**config.mk**
```make
export PLATFORM = sky130hd
export DESIGN_NAME = adc_spi_emulator
export DESIGN_NICKNAME = d
export VERILOG_FILES = /design/src/rtl/adc_spi_emulator_pkg.sv /design/src/rtl/adc_spi_emulator_sync_edge_detect.sv /design/src/rtl/adc_spi_emulator.sv
export SDC_FILE = /design/constraint.sdc
export NUM_CORES = 1
export LEC_CHECK = 0
export ABC_AREA = 1
export CORE_MARGIN = 3
export CORE_UTILIZATION = 59
export CTS_CLUSTER_SIZE = 14
export DETAILED_ROUTE_END_ITERATION = 7
export PLACE_DENSITY = 0.75
export SLEW_MARGIN = 25
export SYNTH_ARGS = -nofsm -noshare
export SYNTH_HDL_FRONTEND = slang
export SYNTH_SLANG_ARGS = --single-unit
```
**constraint.sdc**
```tcl
create_clock -name clk -period 2.8 [get_ports clk]
set_input_delay 0.42 -clock clk [delete_from_list [all_inputs] [get_ports clk]]
set_output_delay 0.42 -clock clk [all_outputs]
set_load 0.02 [all_outputs]
```
**src/rtl/adc_spi_emulator_pkg.sv**
```systemverilog
// Shared definitions for the ADC SPI emulator and the SPI reader that consumes its frames.
package adc_spi_emulator_pkg;

    typedef enum logic [1:0] {
        ST_IDLE  = 2'd0,
        ST_LOAD  = 2'd1,
        ST_SHIFT = 2'd2,
        ST_DONE  = 2'd3
    } state_t;

    localparam int DEF_FRAME_BITS = 16;
    localparam int DEF_LEAD_ZEROS = 4;

endpackage

```
**src/rtl/adc_spi_emulator_sync_edge_detect.sv**
```systemverilog
// Two-flop synchronizer for an asynchronous level, plus a delay register that
// produces single-cycle rise/fall pulses in the clk domain.
module sync_edge_detect #(
    parameter logic RESET_VAL = 1'b0
) (
    input  logic clk,
    input  logic reset_b,
    input  logic din,
    output logic level,
    output logic rise,
    output logic fall
);

    logic meta_q;
    logic sync_q;
    logic prev_q;

    always_ff @(posedge clk or negedge reset_b) begin
        if (!reset_b) begin
            meta_q <= RESET_VAL;
            sync_q <= RESET_VAL;
            prev_q <= RESET_VAL;
        end else begin
            meta_q <= din;
            sync_q <= meta_q;
            prev_q <= sync_q;
        end
    end

    assign level = sync_q;
    assign rise  = sync_q & ~prev_q;
    assign fall  = ~sync_q & prev_q;

endmodule

```
**src/rtl/adc_spi_emulator.sv**
```systemverilog
// SPI slave that emulates an ADC: queues samples in a small FIFO and serialises
// one per CS-framed transfer as {LEAD_ZEROS zeros, sample, tail zeros}, MSB first.
module adc_spi_emulator
    import adc_spi_emulator_pkg::*;
#(
    parameter int SAMPLE_WIDTH = 10,
    parameter int LEAD_ZEROS   = DEF_LEAD_ZEROS,
    parameter int FRAME_BITS   = DEF_FRAME_BITS,
    parameter int FIFO_DEPTH   = 4
) (
    input  logic                            clk,
    input  logic                            reset_b,
    input  logic                            SPI_clk,
    input  logic                            CS,
    output logic                            SPI_Data_out,
    input  logic [SAMPLE_WIDTH-1:0]         Sample_in,
    input  logic                            Sample_Valid,
    output logic                            Sample_Ready,
    output logic                            Frame_Done,
    output logic                            Underrun,
    output logic [$clog2(FIFO_DEPTH):0]     Fifo_Count,
    output state_t                          fsm_state
);

    localparam int PTR_W      = $clog2(FIFO_DEPTH);
    localparam int CNT_W      = PTR_W + 1;
    localparam int BIT_W      = $clog2(FRAME_BITS + 1);
    localparam int TAIL_ZEROS = FRAME_BITS - LEAD_ZEROS - SAMPLE_WIDTH;

    logic spi_level, spi_rise, spi_fall;
    logic cs_level, cs_rise, cs_fall;
    logic unused_spi;

    sync_edge_detect #(.RESET_VAL(1'b0)) u_spi_sync (
        .clk(clk), .reset_b(reset_b), .din(SPI_clk),
        .level(spi_level), .rise(spi_rise), .fall(spi_fall)
    );

    sync_edge_detect #(.RESET_VAL(1'b1)) u_cs_sync (
        .clk(clk), .reset_b(reset_b), .din(CS),
        .level(cs_level), .rise(cs_rise), .fall(cs_fall)
    );

    assign unused_spi = spi_level | spi_rise;

    logic [SAMPLE_WIDTH-1:0] mem [FIFO_DEPTH];
    logic [PTR_W-1:0]        wr_ptr, rd_ptr;
    logic [CNT_W-1:0]        count;
    logic                    push, pop, fifo_empty;

    // Handshake: a sample transfers on any clk edge where Sample_Valid and
    // Sample_Ready are both high; Sample_Ready depends only on registered
    // occupancy, so a pop in the same cycle never opens room for a push.
    assign Sample_Ready = (count < CNT_W'(FIFO_DEPTH));
    assign push         = Sample_Valid && Sample_Ready;
    assign fifo_empty   = (count == '0);
    assign pop          = (fsm_state == ST_LOAD) && !fifo_empty;
    assign Fifo_Count   = count;

    always_ff @(posedge clk) begin
        if (push) mem[wr_ptr] <= Sample_in;
    end

    always_ff @(posedge clk or negedge reset_b) begin
        if (!reset_b) begin
            wr_ptr <= '0;
            count  <= '0;
        end else begin
            if (push) wr_ptr <= wr_ptr + 1'b1;
            count <= count + CNT_W'(push) - CNT_W'(pop);
        end
    end

    logic [SAMPLE_WIDTH-1:0] last_sample, sel_sample;
    logic [FRAME_BITS-1:0]   load_word;
    logic [FRAME_BITS-2:0]   shift_reg;
    logic [BIT_W-1:0]        bit_cnt;

    // On underrun the previous sample is resent.
    assign sel_sample = fifo_empty ? last_sample : mem[rd_ptr];
    assign load_word  = FRAME_BITS'(sel_sample) << TAIL_ZEROS;

    // shift_reg holds only the bits still to be sent; the current bit lives in SPI_Data_out.
    always_ff @(posedge clk or negedge reset_b) begin
        if (!reset_b) begin
            fsm_state    <= ST_IDLE;
            SPI_Data_out <= 1'b0;
            Frame_Done   <= 1'b0;
            Underrun     <= 1'b0;
            last_sample  <= '0;
            shift_reg    <= '0;
            bit_cnt      <= '0;
            rd_ptr       <= '0;
        end else begin
            Frame_Done <= 1'b0;
            case (fsm_state)
                ST_IDLE: begin
                    SPI_Data_out <= 1'b0;
                    if (cs_fall) fsm_state <= ST_LOAD;
                end
                ST_LOAD: begin
                    if (fifo_empty) begin
                        Underrun <= 1'b1;
                    end else begin
                        last_sample <= mem[rd_ptr];
                        rd_ptr      <= rd_ptr + 1'b1;
                    end
                    shift_reg <= load_word[FRAME_BITS-2:0];
                    bit_cnt   <= '0;
                    if (cs_rise) begin
                        fsm_state    <= ST_IDLE;
                        SPI_Data_out <= 1'b0;
                    end else begin
                        fsm_state    <= ST_SHIFT;
                        SPI_Data_out <= load_word[FRAME_BITS-1];
                    end
                end
                ST_SHIFT: begin
                    if (cs_rise) begin
                        fsm_state    <= ST_IDLE;
                        SPI_Data_out <= 1'b0;
                    end else if (spi_fall) begin
                        shift_reg    <= {shift_reg[FRAME_BITS-3:0], 1'b0};
                        SPI_Data_out <= shift_reg[FRAME_BITS-2];
                        bit_cnt      <= bit_cnt + 1'b1;
                        if (bit_cnt == BIT_W'(FRAME_BITS - 1)) begin
                            fsm_state    <= ST_DONE;
                            Frame_Done   <= 1'b1;
                            SPI_Data_out <= 1'b0;
                        end
                    end
                end
                ST_DONE: begin
                    SPI_Data_out <= 1'b0;
                    if (cs_level) fsm_state <= ST_IDLE;
                end
                default: begin
                    fsm_state    <= ST_IDLE;
                    SPI_Data_out <= 1'b0;
                end
            endcase
        end
    end

endmodule

```
Word level (Yosys, flattened, before mapping)
Memories as Yosys holds them, arrays and structs flattened.
Index checks and enable logic that the tools add are counted.
{ "classes": {"n_mux": 24, "eq_ne": 10, "n_reduce_logical": 11, "addsub": 5, "order_cmp": 1, "bitwise": 7, "div_mod_pow": 0, "n_mul": 0, "n_shift": 0} }
{ "op_table": {"columns": ["cell", "n"], "rows": [
  ["two-way mux 15 bit", 2],
  ["one-hot mux 15 bit (2 select lines)", 1],
  ["two-way mux 2 bit", 6],
  ["two-way mux 10 bit", 1],
  ["two-way mux 5 bit", 2],
  ["one-hot mux 5 bit (2 select lines)", 1],
  ["two-way mux 1 bit", 9],
  ["one-hot mux 2 bit (4 select lines)", 1],
  ["!= test 2 bit (second input constant)", 3],
  ["!= test 3 bit (second input constant)", 2],
  ["adder 5 x 1 -> 5 bit (second input constant)", 1],
  ["== test 5 x 4 -> 1 bit (second input constant)", 1],
  ["adder 2 x 1 -> 2 bit (second input constant)", 2],
  ["== test 2 bit (second input constant)", 2],
  ["NOT 1 bit", 4],
  ["AND reduction 2 bit", 2],
  ["AND reduction 4 bit", 1],
  ["adder 3 x 1 -> 3 bit", 1],
  ["bitwise AND 1 bit", 3],
  ["logical NOT 3 bit", 1],
  ["less-than comparator 3 bit (second input constant)", 1],
  ["AND reduction 3 bit", 1],
  ["OR reduction 3 bit", 1],
  ["subtractor 3 x 1 -> 3 bit", 1],
  ["7 further kinds", 8]
]} }
{ "word_totals": {"romBits": 0, "latch_bits": 0, "output_inout_bits": 9, "mem_count": 1, "reg_bits": 48, "ram_bits": 40, "input_bits": 15} }
{ "memory_table": {"columns": ["memory", "words", "width", "rd", "rd_clocked_by_memory_dff", "wr", "line", "rtl"], "rows": [
  ["mem", 4, 10, 1, 0, 1, "adc_spi_emulator.sv:46", "logic [SAMPLE_WIDTH-1:0] mem [FIFO_DEPTH];"]
]} }

Longest topological paths before layout
Gate-level depths: netlist of run 1.
{ "depth": {"depth_word": 5, "mapped_depth": 12} }

Hierarchy
From an unflattened synthesis of run 1, not the netlist that was laid out.
{ "unflattened": {"hier_cells": 393, "area_unflattened_um2": 3787.4} }
{ "modules_own_cells": {"columns": ["mod", "cells_each", "seq_area_each_um2", "area_per_inst_um2", "instances"], "rows": [
  ["adc_spi_emulator", 379, 2202.1, 3603.5, 1],
  ["sync_edge_detect (u_cs_sync)", 7, 78.8, 93.8, 1],
  ["sync_edge_detect (u_spi_sync)", 7, 75.1, 90.1, 1]
]} }

Worst setup path before layout of run 1
OpenSTA, ideal clock, no wires.
{ "synth_path": {"path_type": "register -> register", "start": "register count[1] (netlist: Fifo_Count[1])", "end": "register count[2] (netlist: Fifo_Count[2])", "path_slack_ns": 0.397, "path_buffers": 1, "setup_time_ns": 0.135, "synth_period_minus_slack_ns": 2.403, "stages_incl_launch_ff": 12, "arrival_time_ns": 2.268, "path_cell_list": "dfrtp_1 nor2_4 nand2_2 nand2_4 inv_2 buf_6 ha_1 inv_1 ha_1 fa_1 xnor2_1 xor2_1"} }
{ "synth_between": {"elab_chain_len": 4, "word_cells_on_any_way": 7, "classes_between": "2 x add/sub; 1 x order compare; 4 x reduce/logical"} }
{ "synth_lines": {"columns": ["element", "line", "rtl"], "rows": [
  ["start, declared", "adc_spi_emulator.sv:48", "logic [CNT_W-1:0] count;"],
  ["start signal, assigned", "adc_spi_emulator.sv:70", "count <= count + CNT_W'(push) - CNT_W'(pop);"],
  ["logical NOT 3 bit", "adc_spi_emulator.sv:56", "assign fifo_empty = (count == '0);"],
  ["logical NOT 1 bit", "adc_spi_emulator.sv:57", "assign pop = (fsm_state == ST_LOAD) && !fifo_empty;"],
  ["logical AND 1 bit", "adc_spi_emulator.sv:57", null],
  ["net pop", "adc_spi_emulator.sv:49", "logic push, pop, fifo_empty;"],
  ["subtractor 3 x 1 -> 3 bit", "adc_spi_emulator.sv:70", null]
]} }
The timed path passes the listed nets, and every way through them passes these cells.
A chain may end at the register's enable or synchronous reset.

Final worst setup path of run 1
{ "layout_path": {"start": "register count[1] (netlist: Fifo_Count[1])", "end": "register count[2] (netlist: Fifo_Count[2])"} }
{ "layout_between": {"elab_chain_len": 4, "word_cells_on_any_way": 7, "classes_between": "2 x add/sub; 1 x order compare; 4 x reduce/logical"} }
{ "layout_lines": {"columns": ["element", "line"], "rows": [
  ["less-than comparator 3 bit or logical NOT 3 bit (tied branches)", "adc_spi_emulator.sv:54, adc_spi_emulator.sv:56"],
  ["logical AND 1 bit or logical NOT 1 bit (tied branches)", "adc_spi_emulator.sv:55, adc_spi_emulator.sv:57"],
  ["adder 3 x 1 -> 3 bit or logical AND 1 bit (tied branches)", "adc_spi_emulator.sv:70, adc_spi_emulator.sv:57"],
  ["subtractor 3 x 1 -> 3 bit *", "adc_spi_emulator.sv:70"]
]} }
Mark *: on every way between the ends. The rest lies on a longest branch, timed or not.

==> results of run 1 <==
==> power groups by stage <==
stage          Combinational (mW)  Sequential (mW)  Clock [mW]
5_1_grt                      2.09             1.92       0.920
3_5_place_dp                 1.80             1.91           0
3_3_place_gp                 1.75             1.89           0
4_1_cts                      1.83             1.88       0.876
2_1_floorplan                1.32             1.90           0
6_report                     1.80             1.88       0.856
==> Yosys cell counts, drive strengths merged <==
master / count
a21oi: 5
nor2: 39
dfstp: 3
nand4: 1
inv: 44
xor2: 4
nor3: 1
nand2: 135
xnor2: 1
o21ai: 10
ha: 8
or2: 2
edfxtp: 40
nand3: 50
buf: 8
clkinv: 3
clkbuf: 3
fa: 1
dfrtp: 43
==> metrics by stage <==
step | std cells | setup WS [ns] | instance area (um^2) | util
final | 509 | 0.346 | 4300 | 0.709
after detailed placement | 494 | 0.380 | 4100 | 0.676
after floorplan | 401 | 0.397 | 3800 | -
after global routing | 509 | 0.201 | 4300 | 0.709
after global placement | 494 | 0.437 | 4100 | 0.676
after CTS | 509 | 0.341 | 4290 | 0.708
==> final cells by class <==
cell class,count,area [um^2],area share
Timing Repair Buffer,29,273,0.0635
Tap cell,75,93.8,0.0218
Clock inverter,6,71.3,0.0166
Clock buffer,9,124,0.0288
Inverter,47,176,0.0411
Sequential cell,86,2360,0.548
Multi-Input combinational cell,257,1200,0.280
==> logic make-up after synthesis <==
logic type | count (synthesis) | synth area share
AO/OA/AOI/OAI | 15 | 0.0198
flip-flops | 86 | 0.620
XOR/XNOR | 5 | 0.0115
buffers and inverters | 58 | 0.0636
AND/OR/NAND/NOR | 228 | 0.253
adder cells (fa/ha/maj) | 9 | 0.0316
==> critical path, cell delays in order, from the launching register on <==
cell and delay, ns:
dfrtp_1 0.44, nor2_4 0.25, nand2_2 0.19, nand2_4 0.16, inv_2 0.12, ha_1 0.29
inv_1 0.04, ha_1 0.18, fa_1 0.38, xnor2_1 0.14, xor2_1 0.14
==> how the worst max path moves through the flow <==
stage                          to  slack, ns  cells past startpoint
global placement    Fifo_Count[2]       0.44                     10
global route        Fifo_Count[2]       0.20                     10
detailed placement  Fifo_Count[2]       0.38                     10
CTS                 Fifo_Count[2]       0.34                     10
floorplan           Fifo_Count[2]       0.40                     11
finish              Fifo_Count[2]       0.35                     10
==> metal layers <==
metal	routed length [um]	up-vias
li1	-	1325
met1	3000	1226
met2	3420	45
met3	275	11
met4	119	0
met5	0	-
==> flow_metrics.env, run 1 <==
export IMPL_antenna_found_initial=0
export IMPL_worst_pin_slew_ns=0.605
export IMPL_clock_latency_ns=0.35
export IMPL_cp_startpoint="Fifo_Count[1]"
export IMPL_synth_top_area_cell="edfxtp_1"
export IMPL_period_needed_ns=2.45
export IMPL_layout_common_cells="nand2_1, nand3_1, dfrtp_1"
export IMPL_grt_use_met2=0.345
export IMPL_report_final_setup_viol=0
export IMPL_whs_ns=0.0597
export IMPL_grt_overflow=0
export IMPL_hold_viol=0
export IMPL_status="complete, no violations"
export IMPL_wl_per_cell_um=13.4
export IMPL_maxCapViolCount=0
export IMPL_globalplace_congestion=0.825
export IMPL_postCtsSetupRepairBufs=0
export IMPL_syn_nets=425
export IMPL_yosysSeqAreaShare=0.620
export IMPL_core_area_um2=6060
export IMPL_grt_pass1_wl_um=11800
export IMPL_peakVddDrop_mv=0.560
export IMPL_crit_fanout=12
export IMPL_powerDensity_nw_per_um2=1060
export IMPL_numClockSinks=86
export IMPL_routed_wl_um=6820
export IMPL_clock_skew_ns=0.00598
export IMPL_critical_path_class="register to register"
export IMPL_largest_reg_flops=40
export IMPL_seqPwrFrac=0.414
export IMPL_switching_share=0.405
export IMPL_finalMaxSlewViolations=0
export IMPL_htreeDepth=3
export IMPL_fillers=482
export IMPL_min_path_type="input port to asynchronous set/reset pin"
export IMPL_cts_root_buf="clkbuf_8"
export IMPL_nets=454
export IMPL_r2r_end="Fifo_Count[2]"
export IMPL_yosys_area_top_type_share=0.316
export IMPL_switchingPower_mw=1.84
export IMPL_route_detailed_drc=0
export IMPL_syn_to_final_growth_pct=13.1
export IMPL_relSlewSlack=0.596
export IMPL_syn_area_per_cell_um2=9.47
export IMPL_p_leak_nw=2.02
export IMPL_tns_ns=0
export IMPL_hold_buffers=0
export IMPL_p_comb_frac=0.397
export IMPL_final_common_cell="nand2_1"
export IMPL_drtIter0Drc=118
export IMPL_grt_use_met3=0.0570
export IMPL_synth_area_leaders="edfxtp_1, dfrtp_1, nand2_1"
export IMPL_rows=28
export IMPL_dp_final_hpwl_um=4690
export IMPL_fp_dieH_um=86.2
export IMPL_fmax_mhz=407
export IMPL_reg2reg_from="Fifo_Count[1]"
export IMPL_syn_inst=401
export IMPL_synth_cell_area_um2=3800
export IMPL_tritoncts="yes"
export IMPL_clkPwrFrac=0.188
export IMPL_drive_gt1_frac=0.0853
export IMPL_use_met1=0.261
export IMPL_dieArea_um2=7440
export IMPL_critPathArrivalTime_ns=2.69
export IMPL_power_total_mw=4.54
export IMPL_initial_core_util=0.627
export IMPL_antenna_left=0
export IMPL_synth_cell_type_count=27
export IMPL_groute_usage_overall=0.207
export IMPL_ys_warn_count=0
export IMPL_grt_max_degree=47
export IMPL_die_w_um=86.2
export IMPL_grt_pass1_vias=2499
export IMPL_p_int_mw=2.70
export IMPL_ctsResizeCount=0
export IMPL_io_buffers=23
export IMPL_ioPinCount=24
export IMPL_drt_pass1_iterations=4
export IMPL_synth_seq_cells=86
export IMPL_endpoint_kind="register"
export IMPL_r2r_slack_ns=0.35
export IMPL_clk_pin_slew_worst_paths_ns=0.08
export IMPL_rsz0062_at_grt="no"
export IMPL_diodes=0
export IMPL_busiest_layer="met2"
export IMPL_fin_crit_sh=0.877
export IMPL_reg2reg_depth=10
export IMPL_crit_path_start_kind="register"
export IMPL_avgViaCountPerCell=5.12
export IMPL_numCtsBuffers=9
export IMPL_clock_path_buffers=2
export IMPL_vias=2607
export IMPL_crit_required_ns=3.04
(Power assumes the default switching activity.)
==> run 2: changes to the inputs <==
--- a/config.mk
+++ b/config.mk
@@ -7,11 +7,12 @@
 export LEC_CHECK = 0
 export ABC_AREA = 1
 export CORE_MARGIN = 3
-export CORE_UTILIZATION = 59
+export CORE_UTILIZATION = 58
 export CTS_CLUSTER_SIZE = 14
 export DETAILED_ROUTE_END_ITERATION = 7
-export PLACE_DENSITY = 0.75
+export PLACE_DENSITY = 0.74
 export SLEW_MARGIN = 25
 export SYNTH_ARGS = -nofsm -noshare
 export SYNTH_HDL_FRONTEND = slang
+export SYNTH_HIERARCHICAL = 1
 export SYNTH_SLANG_ARGS = --single-unit
==> flow_metrics.env, run 2 <==
export IMPL_status="complete, no violations"
export IMPL_r2r_end="Fifo_Count[2]"
export IMPL_rsz0062_at_grt="no"
export IMPL_endpoint_kind="register"
export IMPL_drt_pass1_iterations=4
export IMPL_grt_pass1_vias=2480
export IMPL_min_path_type="input port to asynchronous set/reset pin"
export IMPL_die_w_um=86.7
export IMPL_grt_overflow=0
export IMPL_avgViaCountPerCell=5.20
export IMPL_fp_dieH_um=86.7
export IMPL_antenna_found_initial=0
export IMPL_hold_buffers=0
export IMPL_postCtsSetupRepairBufs=0
export IMPL_reg2reg_from="Fifo_Count[1]"
export IMPL_finalMaxSlewViolations=0
export IMPL_relSlewSlack=0.595
export IMPL_drtIter0Drc=169
export IMPL_fmax_mhz=435
export IMPL_period_needed_ns=2.30
export IMPL_maxCapViolCount=0
export IMPL_fillers=462
export IMPL_core_area_um2=6130
export IMPL_htreeDepth=3
export IMPL_place_ws_ns=0.382
export IMPL_groute_usage_overall=0.200
export IMPL_final_seq_area_um2=2360
export IMPL_globalplace_congestion=0.790
export IMPL_initial_core_util=0.617
export IMPL_routed_wl_um=6710
export IMPL_numClockSinks=86
export IMPL_final_common_cell="nand2_1"
export IMPL_layout_common_cells="nand2_1, nand3_1, dfrtp_1"
export IMPL_powerDensity_nw_per_um2=1060
export IMPL_critical_path_class="register to register"
export IMPL_nets=444
export IMPL_syn_area_per_cell_um2=9.67
export IMPL_whs_ns=0.0527
export IMPL_tritoncts="yes"
export IMPL_antenna_left=0
export IMPL_clock_latency_ns=0.35
export IMPL_io_buffers=23
export IMPL_synth_cell_area_um2=3780
export IMPL_largest_reg_flops=40
export IMPL_ioPinCount=24
export IMPL_clock_skew_ns=0.00855
export IMPL_clock_path_buffers=2
export IMPL_worst_pin_slew_ns=0.607
export IMPL_crit_path_end="Fifo_Count[2]"
export IMPL_fin_crit_sh=0.822
export IMPL_ys_warn_count=6
export IMPL_syn_nets=415
export IMPL_diodes=0
export IMPL_reg2reg_depth=10
export IMPL_critPathArrivalTime_ns=2.58
export IMPL_dieArea_um2=7520
export IMPL_dp_final_hpwl_um=4520
export IMPL_syn_to_final_growth_pct=13.5
export IMPL_numCtsBuffers=9
export IMPL_cts_root_buf="clkbuf_8"
export IMPL_tns_ns=0
export IMPL_drive_gt1_frac=0.0871
export IMPL_crit_fanout=12
export IMPL_syn_inst=391
export IMPL_hold_viol=0
export IMPL_grt_max_degree=47
export IMPL_crit_required_ns=3.08
export IMPL_report_final_setup_viol=0
export IMPL_setup_ws_ns=0.499
export IMPL_clk_pin_slew_worst_paths_ns=0.08
export IMPL_route_detailed_drc=0
export IMPL_peakVddDrop_mv=0.788
export IMPL_rows=28
export IMPL_cp_startpoint="Fifo_Count[1]"
export IMPL_p_leak_nw=1.97
export IMPL_crit_path_start_kind="register"
export IMPL_wl_per_cell_um=13.4
export IMPL_grt_pass1_wl_um=11500
export IMPL_ctsResizeCount=0
export IMPL_multiInputGateArea_um2=1200
export IMPL_vias=2599
export IMPL_r2r_slack_ns=0.50
-- run 2: final cells by class --
class / count / area share
inverters: 39 / 0.0341
well taps: 75 / 0.0219
repair buffers: 30 / 0.0653
flip-flops and latches: 86 / 0.549
multi-input cells: 254 / 0.279
clock buffers: 10 / 0.0298
clock inverters: 6 / 0.0201
-- run 2: stage by stage --
step / cell area [um^2] / total power, mW / std cells / utilization
final: 4290 / 4.54 / 500 / 0.700
after global placement: 4070 / 3.58 / 484 / 0.664
after detailed placement: 4070 / 3.65 / 484 / 0.664
after global routing: 4290 / 4.93 / 500 / 0.700
after floorplan: 3780 / 3.20 / 391 / -
after CTS: 4290 / 4.59 / 500 / 0.699
-- run 2: worst min path at each step --
stage | from | to | slack (ns)
final | reset_b | bit_cnt[1] | 0.05
after global routing | reset_b | bit_cnt[3] | 0.09
after CTS | reset_b | bit_cnt[3] | 0.26
after detailed placement | u_spi_sync/meta_q | u_spi_sync/level | 0.34
after global placement | u_spi_sync/meta_q | u_spi_sync/level | 0.34
after floorplan | reset_b | Fifo_Count[0] | 0.12
-- run 2: worst max-delay path, cell delays in order (launching register included) --
cell and delay (ns):
dfrtp_1 0.45, nor2_4 0.24, nand2_1 0.10, nand2_1 0.11
inv_2 0.11, ha_1 0.29, inv_1 0.04, ha_1 0.18
fa_1 0.38, xnor2_1 0.18, xor2_1 0.16
-- run 2: metal layers --
metal / part of all wire / GRT usage
met1: 0.45 / 0.261
met2: 0.49 / 0.330
met3: 0.039 / 0.0466
met4: 0.015 / 0.0722
met5: 0 / 0
-- run 2: power by group --
group	internal [mW]	switching (mW)
registers	1.66	0.214
logic	0.622	1.12
clock network	0.501	0.427
